==> src/rtl/gfx_pkg.sv <==
// Shared fixed-point constants, memory word layouts and the viewport FSM state type
// for the post-MVP vertex stages.
package gfx_pkg;

    localparam logic [31:0] Q16_ONE     = 32'h0001_0000;
    localparam int          Q_FRAC_BITS = 16;

    // clip-space vertex: x, y, z, w in consecutive words
    localparam int CLIP_X     = 0;
    localparam int CLIP_Y     = 1;
    localparam int CLIP_Z     = 2;
    localparam int CLIP_W     = 3;
    localparam int CLIP_WORDS = 4;

    // screen-space vertex: {sy, sx} then z
    localparam logic [31:0] SCR_XY    = 32'd0;
    localparam logic [31:0] SCR_Z     = 32'd1;
    localparam logic [31:0] SCR_WORDS = 32'd2;

    localparam int          DIV_CYCLES = 34;
    localparam logic [31:0] SAT_POS    = 32'h7FFF_FFFF;
    localparam logic [31:0] SAT_NEG    = 32'h8000_0000;

    localparam logic [31:0] REJECT_XY = 32'hFFFF_FFFF;
    localparam logic [31:0] REJECT_Z  = 32'h8000_0000;

    typedef enum logic [3:0] {
        S_IDLE,
        S_LOAD,
        S_RD,
        S_RD_WAIT,
        S_DIV_X,
        S_DIV_Y,
        S_DIV_Z,
        S_VIEWPORT,
        S_WR0,
        S_WR1
    } vv_state_t;

    function automatic logic [15:0] clamp_px(input logic signed [48:0] v, input logic [15:0] maxv);
        if (v < 0)
            return 16'd0;
        if (v > $signed({33'd0, maxv}))
            return maxv;
        return v[15:0];
    endfunction

    function automatic logic signed [32:0] abs33(input logic [31:0] v);
        logic signed [32:0] s;
        s = $signed({v[31], v});
        return (s < 0) ? -s : s;
    endfunction

endpackage

==> src/rtl/q16_divider.sv <==
// Sequential signed Q16.16 divider: quo = sat32((num << 16) / den), truncating toward zero.
// DIV_CYCLES from start to done; den == 0 saturates by the sign of num after one cycle.
module q16_divider
    import gfx_pkg::*;
(
    input  logic        clock,
    input  logic        reset,
    input  logic        start,
    input  logic [31:0] num,
    input  logic [31:0] den,
    output logic [31:0] quo,
    output logic        done
);

    localparam int ITERS = DIV_CYCLES - 2;

    logic        busy, neg, ovf;
    logic [5:0]  iter;
    logic [32:0] rem, trial;
    logic [31:0] n_lo, q, dmag;
    logic [31:0] num_mag, den_mag;

    assign num_mag = num[31] ? -num : num;
    assign den_mag = den[31] ? -den : den;
    assign trial   = {rem[31:0], n_lo[31]};

    always_ff @(posedge clock) begin
        if (reset) begin
            busy <= 1'b0;
            done <= 1'b0;
            quo  <= '0;
            iter <= '0;
            rem  <= '0;
            n_lo <= '0;
            q    <= '0;
            dmag <= '0;
            neg  <= 1'b0;
            ovf  <= 1'b0;
        end else begin
            done <= 1'b0;
            if (start) begin
                if (den == 32'd0) begin
                    quo  <= num[31] ? SAT_NEG : SAT_POS;
                    done <= 1'b1;
                    busy <= 1'b0;
                end else begin
                    // Upper 16 dividend bits seed the remainder; if they already reach the
                    // divisor the quotient needs more than 32 bits and will saturate.
                    rem  <= {17'd0, num_mag[31:16]};
                    n_lo <= {num_mag[15:0], 16'd0};
                    dmag <= den_mag;
                    neg  <= num[31] ^ den[31];
                    ovf  <= ({16'd0, num_mag[31:16]} >= den_mag);
                    q    <= '0;
                    iter <= '0;
                    busy <= 1'b1;
                end
            end else if (busy) begin
                if (iter == 6'(ITERS)) begin
                    busy <= 1'b0;
                    done <= 1'b1;
                    if (ovf)
                        quo <= neg ? SAT_NEG : SAT_POS;
                    else if (!neg)
                        quo <= q[31] ? SAT_POS : q;
                    else
                        quo <= (q > SAT_NEG) ? SAT_NEG : -q;
                end else begin
                    if (trial >= {1'b0, dmag}) begin
                        rem <= trial - {1'b0, dmag};
                        q   <= {q[30:0], 1'b1};
                    end else begin
                        rem <= trial;
                        q   <= {q[30:0], 1'b0};
                    end
                    n_lo <= {n_lo[30:0], 1'b0};
                    iter <= iter + 6'd1;
                end
            end
        end
    end

endmodule

==> src/rtl/vertex_viewport.sv <==
// Perspective divide + viewport transform from clip-space vertex RAM to screen-space vertices.
// Optional clip rejection to a sentinel vertex: define VERTEX_VIEWPORT_CLIP_REJECT_EN.
module vertex_viewport
    import gfx_pkg::*;
#(
    parameter int SCREEN_W = 640,
    parameter int SCREEN_H = 480,
    parameter int RD_LAT   = 2
) (
    input  logic        clock,
    input  logic        reset,
    input  logic        start,
    input  logic [31:0] count,
    input  logic [31:0] src_base,
    input  logic [31:0] dst_base,
    output logic        done,
    output logic [31:0] mem_read_addr,
    input  logic [31:0] mem_read_data,
    output logic [31:0] mem_write_addr,
    output logic [31:0] mem_write_data,
    output logic        mem_wren
);

    localparam logic [15:0]        MAX_X  = 16'(SCREEN_W - 1);
    localparam logic [15:0]        MAX_Y  = 16'(SCREEN_H - 1);
    localparam logic signed [48:0] HALF_W = 49'(SCREEN_W / 2);
    localparam logic signed [48:0] HALF_H = 49'(SCREEN_H / 2);
    localparam logic signed [48:0] ONE_49 = 49'(Q16_ONE);

    vv_state_t                   state;
    logic [31:0]                 cnt, vidx, rd_ptr, vtx_wr;
    logic [1:0]                  issue_idx, cap_idx;
    logic [RD_LAT:0]             vld_pipe;
    logic [CLIP_WORDS-1:0][31:0] clip;
    logic [31:0]                 ndc_x, ndc_y, ndc_z, word0, word1;
    logic                        div_start, div_done;
    logic [31:0]                 div_num, div_quo;
    logic signed [48:0]          vx, vy;
    logic                        reject;

    assign done = (state == S_IDLE);

    always_comb begin
        div_num = clip[CLIP_X];
        if (state == S_DIV_Y)
            div_num = clip[CLIP_Y];
        else if (state == S_DIV_Z)
            div_num = clip[CLIP_Z];
    end

    q16_divider u_div (
        .clock (clock),
        .reset (reset),
        .start (div_start),
        .num   (div_num),
        .den   (clip[CLIP_W]),
        .quo   (div_quo),
        .done  (div_done)
    );

    // 49-bit signed keeps ndc = +/-max plus 1.0 from wrapping before the scale
    assign vx = ($signed({{17{ndc_x[31]}}, ndc_x}) + ONE_49) * HALF_W;
    assign vy = (ONE_49 - $signed({{17{ndc_y[31]}}, ndc_y})) * HALF_H;

`ifdef VERTEX_VIEWPORT_CLIP_REJECT_EN
    logic signed [32:0] w_s;
    assign w_s    = $signed({clip[CLIP_W][31], clip[CLIP_W]});
    assign reject = (w_s <= 0) || (abs33(clip[CLIP_X]) > w_s) ||
                    (abs33(clip[CLIP_Y]) > w_s) || (abs33(clip[CLIP_Z]) > w_s);
`else
    assign reject = 1'b0;
`endif

    always_ff @(posedge clock) begin
        if (reset) begin
            state          <= S_IDLE;
            mem_wren       <= 1'b0;
            mem_read_addr  <= '0;
            mem_write_addr <= '0;
            mem_write_data <= '0;
            vld_pipe       <= '0;
            div_start      <= 1'b0;
            cnt            <= '0;
            vidx           <= '0;
            rd_ptr         <= '0;
            vtx_wr         <= '0;
            issue_idx      <= '0;
            cap_idx        <= '0;
            clip           <= '0;
            ndc_x          <= '0;
            ndc_y          <= '0;
            ndc_z          <= '0;
            word0          <= '0;
            word1          <= '0;
        end else begin
            mem_wren  <= 1'b0;
            div_start <= 1'b0;
            // vld_pipe[0] marks a live read address; it lands RD_LAT cycles later
            vld_pipe  <= {vld_pipe[RD_LAT-1:0], 1'b0};
            if (vld_pipe[RD_LAT]) begin
                clip[cap_idx] <= mem_read_data;
                cap_idx       <= cap_idx + 2'd1;
            end

            case (state)
                S_IDLE: if (start) begin
                    cnt    <= count;
                    rd_ptr <= src_base;
                    vtx_wr <= dst_base;
                    vidx   <= '0;
                    state  <= S_LOAD;
                end
                S_LOAD: begin
                    issue_idx <= '0;
                    cap_idx   <= '0;
                    state     <= (cnt == 32'd0) ? S_IDLE : S_RD;
                end
                S_RD: begin
                    mem_read_addr <= rd_ptr;
                    rd_ptr        <= rd_ptr + 32'd1;
                    vld_pipe[0]   <= 1'b1;
                    issue_idx     <= issue_idx + 2'd1;
                    if (issue_idx == 2'(CLIP_WORDS - 1))
                        state <= S_RD_WAIT;
                end
                S_RD_WAIT: if (vld_pipe[RD_LAT] && cap_idx == 2'(CLIP_WORDS - 1)) begin
                    state     <= S_DIV_X;
                    div_start <= 1'b1;
                end
                S_DIV_X: if (div_done) begin
                    ndc_x     <= div_quo;
                    state     <= S_DIV_Y;
                    div_start <= 1'b1;
                end
                S_DIV_Y: if (div_done) begin
                    ndc_y     <= div_quo;
                    state     <= S_DIV_Z;
                    div_start <= 1'b1;
                end
                S_DIV_Z: if (div_done) begin
                    ndc_z <= div_quo;
                    state <= S_VIEWPORT;
                end
                S_VIEWPORT: begin
                    word0 <= reject ? REJECT_XY :
                             {clamp_px(vy >>> Q_FRAC_BITS, MAX_Y), clamp_px(vx >>> Q_FRAC_BITS, MAX_X)};
                    word1 <= reject ? REJECT_Z : ndc_z;
                    state <= S_WR0;
                end
                S_WR0: begin
                    mem_write_addr <= vtx_wr + SCR_XY;
                    mem_write_data <= word0;
                    mem_wren       <= 1'b1;
                    state          <= S_WR1;
                end
                S_WR1: begin
                    mem_write_addr <= vtx_wr + SCR_Z;
                    mem_write_data <= word1;
                    mem_wren       <= 1'b1;
                    vtx_wr         <= vtx_wr + SCR_WORDS;
                    vidx           <= vidx + 32'd1;
                    issue_idx      <= '0;
                    state          <= (vidx + 32'd1 == cnt) ? S_IDLE : S_RD;
                end
                default: state <= S_IDLE;
            endcase
        end
    end

endmodule
==> config.mk <==
export PLATFORM = sky130hd
export DESIGN_NAME = vertex_viewport
export DESIGN_NICKNAME = d
export VERILOG_FILES = /design/src/rtl/gfx_pkg.sv /design/src/rtl/q16_divider.sv /design/src/rtl/vertex_viewport.sv
export SDC_FILE = /design/constraint.sdc
export NUM_CORES = 2
export LEC_CHECK = 0
export CORE_UTILIZATION = 55
export DETAILED_ROUTE_END_ITERATION = 7
export HOLD_SLACK_MARGIN = 0.02
export PLACE_DENSITY_LB_ADDON = 0.2
export SLEW_MARGIN = 0
export SYNTH_ARGS = -nofsm -noshare
export SYNTH_HDL_FRONTEND = slang
export SYNTH_SLANG_ARGS = --single-unit
==> constraint.sdc <==
create_clock -name clock -period 6.35 [get_ports clock]
set_input_delay 1.27 -clock clock [delete_from_list [all_inputs] [get_ports clock]]
set_output_delay 1.27 -clock clock [all_outputs]
set_load 0.005 [all_outputs]
==> flow_summary_export.csv <==
group,metric,value,unit
run_status,status,"complete, no violations",
critical_path,path_max_fanout,8,
critical_path,cp-start-kind,"flop",
finish,final_area,45400,um2
logic_synthesis,async_flop_share,0,%
finish,drive_gt1_share,5.702,%
finish,layout_commonest_cell,"nand2_1",
sta,hold_viol,0,
cts,clkTransAtPathRegs,0.06,ns
cts,ctsRootBufferMaster,"clkbuf_16",
logic_synthesis,seq_area_frac_synth,34.15,%
critical_path,startpoint,"ndc_y[1]$_SDFFE_PP0P_",
global_routing,grt_pass1_vias,34329,
drt,dr.pass1.iters,5,
floorplan,die-area,73460,um2
critical_path,path_delay_family,"simple AND/OR/NAND/NOR gates",
floorplan,rows,98,
sta,tightest_slew,1.120,ns
power,clock_power_share,41.6,%
finish,regMostFlops,"clip",
logic_synthesis,syn-cell-area,39810,um2
cts,cts_setup_buffers,0,
floorplan,dieWidth,271.0,um
logic_synthesis,yosys_most_used_dff,"dfxtp_1",
finish,syn_to_final_growth,14.05,%
drt,routed_wl,111200,um
power,seq_power_share,44.1,%
critical_path,reg2reg_from,"ndc_y[1]$_SDFFE_PP0P_",
power,p_leak,16.97,nW
critical_path,slowest_stage,"or4_1",
power,pwr-share-comb,14.3,%
cts,cts_buffers,73,
logic_synthesis,postSynthAreaPerCell,7.681,um2
logic_synthesis,synth_seq_cells,679,
sta,finalSetupViolCount,0,
power,power.total,0.01055,W
placed_design,hpwl,79070,um
logic_synthesis,postSynthCellCount,5183,
cts,cts_hold_repair.buffers,0,
power,swShare,28.00,%
critical_path,reg2reg_slack,0.35,ns
sta,finalMaxSlewViolations,0,
sta,slew_headroom,25.35,%
logic_synthesis,synth_cell_type_count,98,
placed_design,gp_congestion,0.9046,
logic_synthesis,syn-num-nets,5572,
sta,whs,0.4432,ns
power,switchingPower,0.002954,W
floorplan,start_util,55.59,%
drt,drc,0,
drt,post_drt_via_cell_ratio,5.871,
drt,drtAntennaViolNets,0,
hold_path,holdCritStartpoint,"vld_pipe[0]$_SDFF_PP0_",
critical_path,cp_data_required_time,6.79,ns
global_routing,track_usage,29.44,%
placed_design,io_buffers,228,
logic_synthesis,ys_warn_count,0,
cts,cts_tree,"yes",
drt,routedWlPerCell,17.75,um
placed_design,place_area,42850,um2
cts,htreeDepth,3,
floorplan,io_pins,229,
finish,layout_common_cells,"nand2_1, dfxtp_1, a21oi_1",
floorplan,coreArea,71610,um2
hold_path,worstHoldPathType,"reg2reg",
sta,fin_skew,0.04040,ns
power,peakVddDrop,234.1,uV
critical_path,crit_arrival,6.44,ns
power,power_density,232.3,nW/um2
cts,cts_sinks,679,
finish,largest_reg_flops,128,
critical_path,worstSetupPathType,"reg2reg",
global_routing,antenna_found_initial,2,
drt,vias,36777,
drt,first_iter_violations,3120,
global_routing,grt_overflow,0,
floorplan,die_h,271.0,um
finish,finalNetCount,5648,
job,drv_cap,0,
critical_path,path_buf_inv,5,
sta,finalCriticalPeriod,5.998,ns
global_routing,grt_pass1_wl,179900,um
critical_path,crit_path_end_kind,"flop",
logic_synthesis,synth-edff-count,0,
finish,diodes,0,
cts,clock_latency,0.62,ns
sta,timing.final.crit_share,94.46,%
global_routing,grt_max_degree,192,
sta,max_freq,166.7,MHz
cts,clk_path_buf_depth,3,
critical_path,slowest_delay,0.52,ns
power,internal_power,0.007594,W
==> cell usage after synthesis, types with 16 or more instances <==
master    instances  area (um2)
nand2_1         988        3709
dfxtp_1         679       13590
a21oi_1         622        3113
nor2_1          410        1539
clkbuf_1        272        1021
o21ai_0         220        1101
inv_1           215       807.0
ha_1            207        2590
xnor2_1         153        1340
a211oi_1        127       953.4
nand3_1         120       600.6
nor3_1          107       535.5
mux2i_1         106        1061
xor2_1          103       902.1
and3_1           57       356.6
fa_1             51        1021
nand4_1          47       294.0
nor4_1           47       294.0
a21o_1           44       330.3
or3_1            42       262.8
buf_2            34       170.2
a22oi_1          29       217.7
a31oi_1          29       181.4
o31ai_1          29       217.7
nor2b_1          27       168.9
nand2b_1         26       162.7
a221oi_1         25       219.0
and2_1           23       143.9
a311oi_1         22       192.7
o211ai_1         21       157.7
or4_1            19       142.6
a32oi_1          18       157.7
buf_1            16       60.06
==> layer usage <==
layer  global-route usage [%]  share of wire (%)
met1                    38.62                 44
met3                    4.455                6.2
met4                    9.114                2.7
met5                        0              0.022
met2                    49.50                 47
==> repair_timing <==
action,4_1_cts,5_1_grt
gates resized for setup,1,12
endpoints found under the setup margin,8,9
pin swaps,0,0
==> layout make-up <==
cell class	count	area, um2
tap	950	1189
clock inverter	25	312.8
clock buffer	105	2188
inverter	215	807.0
fill	6436	26210
sequential	679	13600
multi-input combinational	3960	24220
timing repair buffer	330	3090
==> power groups by stage <==
| stage | clock network (W) | registers [W] | logic (W) |
|---|---|---|---|
| 3_5_place_dp | 0 | 0.00473 | 0.00148 |
| 4_1_cts | 0.00445 | 0.00464 | 0.00149 |
| 5_1_grt | 0.00464 | 0.00467 | 0.00164 |
| 6_report | 0.00439 | 0.00465 | 0.00151 |
| 3_3_place_gp | 0 | 0.00473 | 0.00146 |
| 2_1_floorplan | 0 | 0.00465 | 0.00103 |
==> cells by family after synthesis <==
logic type	count (synthesis)	share of synthesized area, %
flip-flops	679	34.15
buffers and inverters	544	5.318
XOR/XNOR	259	5.755
AO/OA/AOI/OAI	1336	20.50
multiplexers	113	2.863
adder cells (fa/ha/maj)	258	9.071
AND/OR/NAND/NOR	1994	22.34
==> worst reg2reg max path, delay by kind of cell (launching register included) <==
family                   cells  cell delay [ns]
AND/OR/NAND/NOR             12             2.87
adder cells (fa/ha/maj)      5             1.66
flip-flops                   1             0.33
buffers and inverters        5             0.50
AO/OA/AOI/OAI                4             0.44
==> final timing paths <==
path / end / cells past startpoint
worst min-delay path: vld_pipe[1]$_SDFF_PP0_ / 1
worst max register to register: word0[17]$_SDFFE_PP0P_ / 26
worst max-delay path: word0[17]$_SDFFE_PP0P_ / 26
worst min register to register: vld_pipe[1]$_SDFF_PP0_ / 1
==> metrics by stage <==
| step | setup TNS [ns] | setup slack (ns) | instances | utilization [%] |
|---|---|---|---|---|
| after detailed placement | -0.09698 | -0.02144 | 6134 | 59.83 |
| after CTS | 0 | 0.004576 | 6264 | 63.33 |
| final | 0 | 0.3516 | 6264 | 63.40 |
| after global routing | -0.01095 | -0.008813 | 6264 | 63.40 |
| after global placement | 0 | 0.02549 | 6134 | 59.83 |
| after floorplan | 0 | 0.1432 | 5183 | - |
No activity file was read; power rests on OpenSTA's default activity.
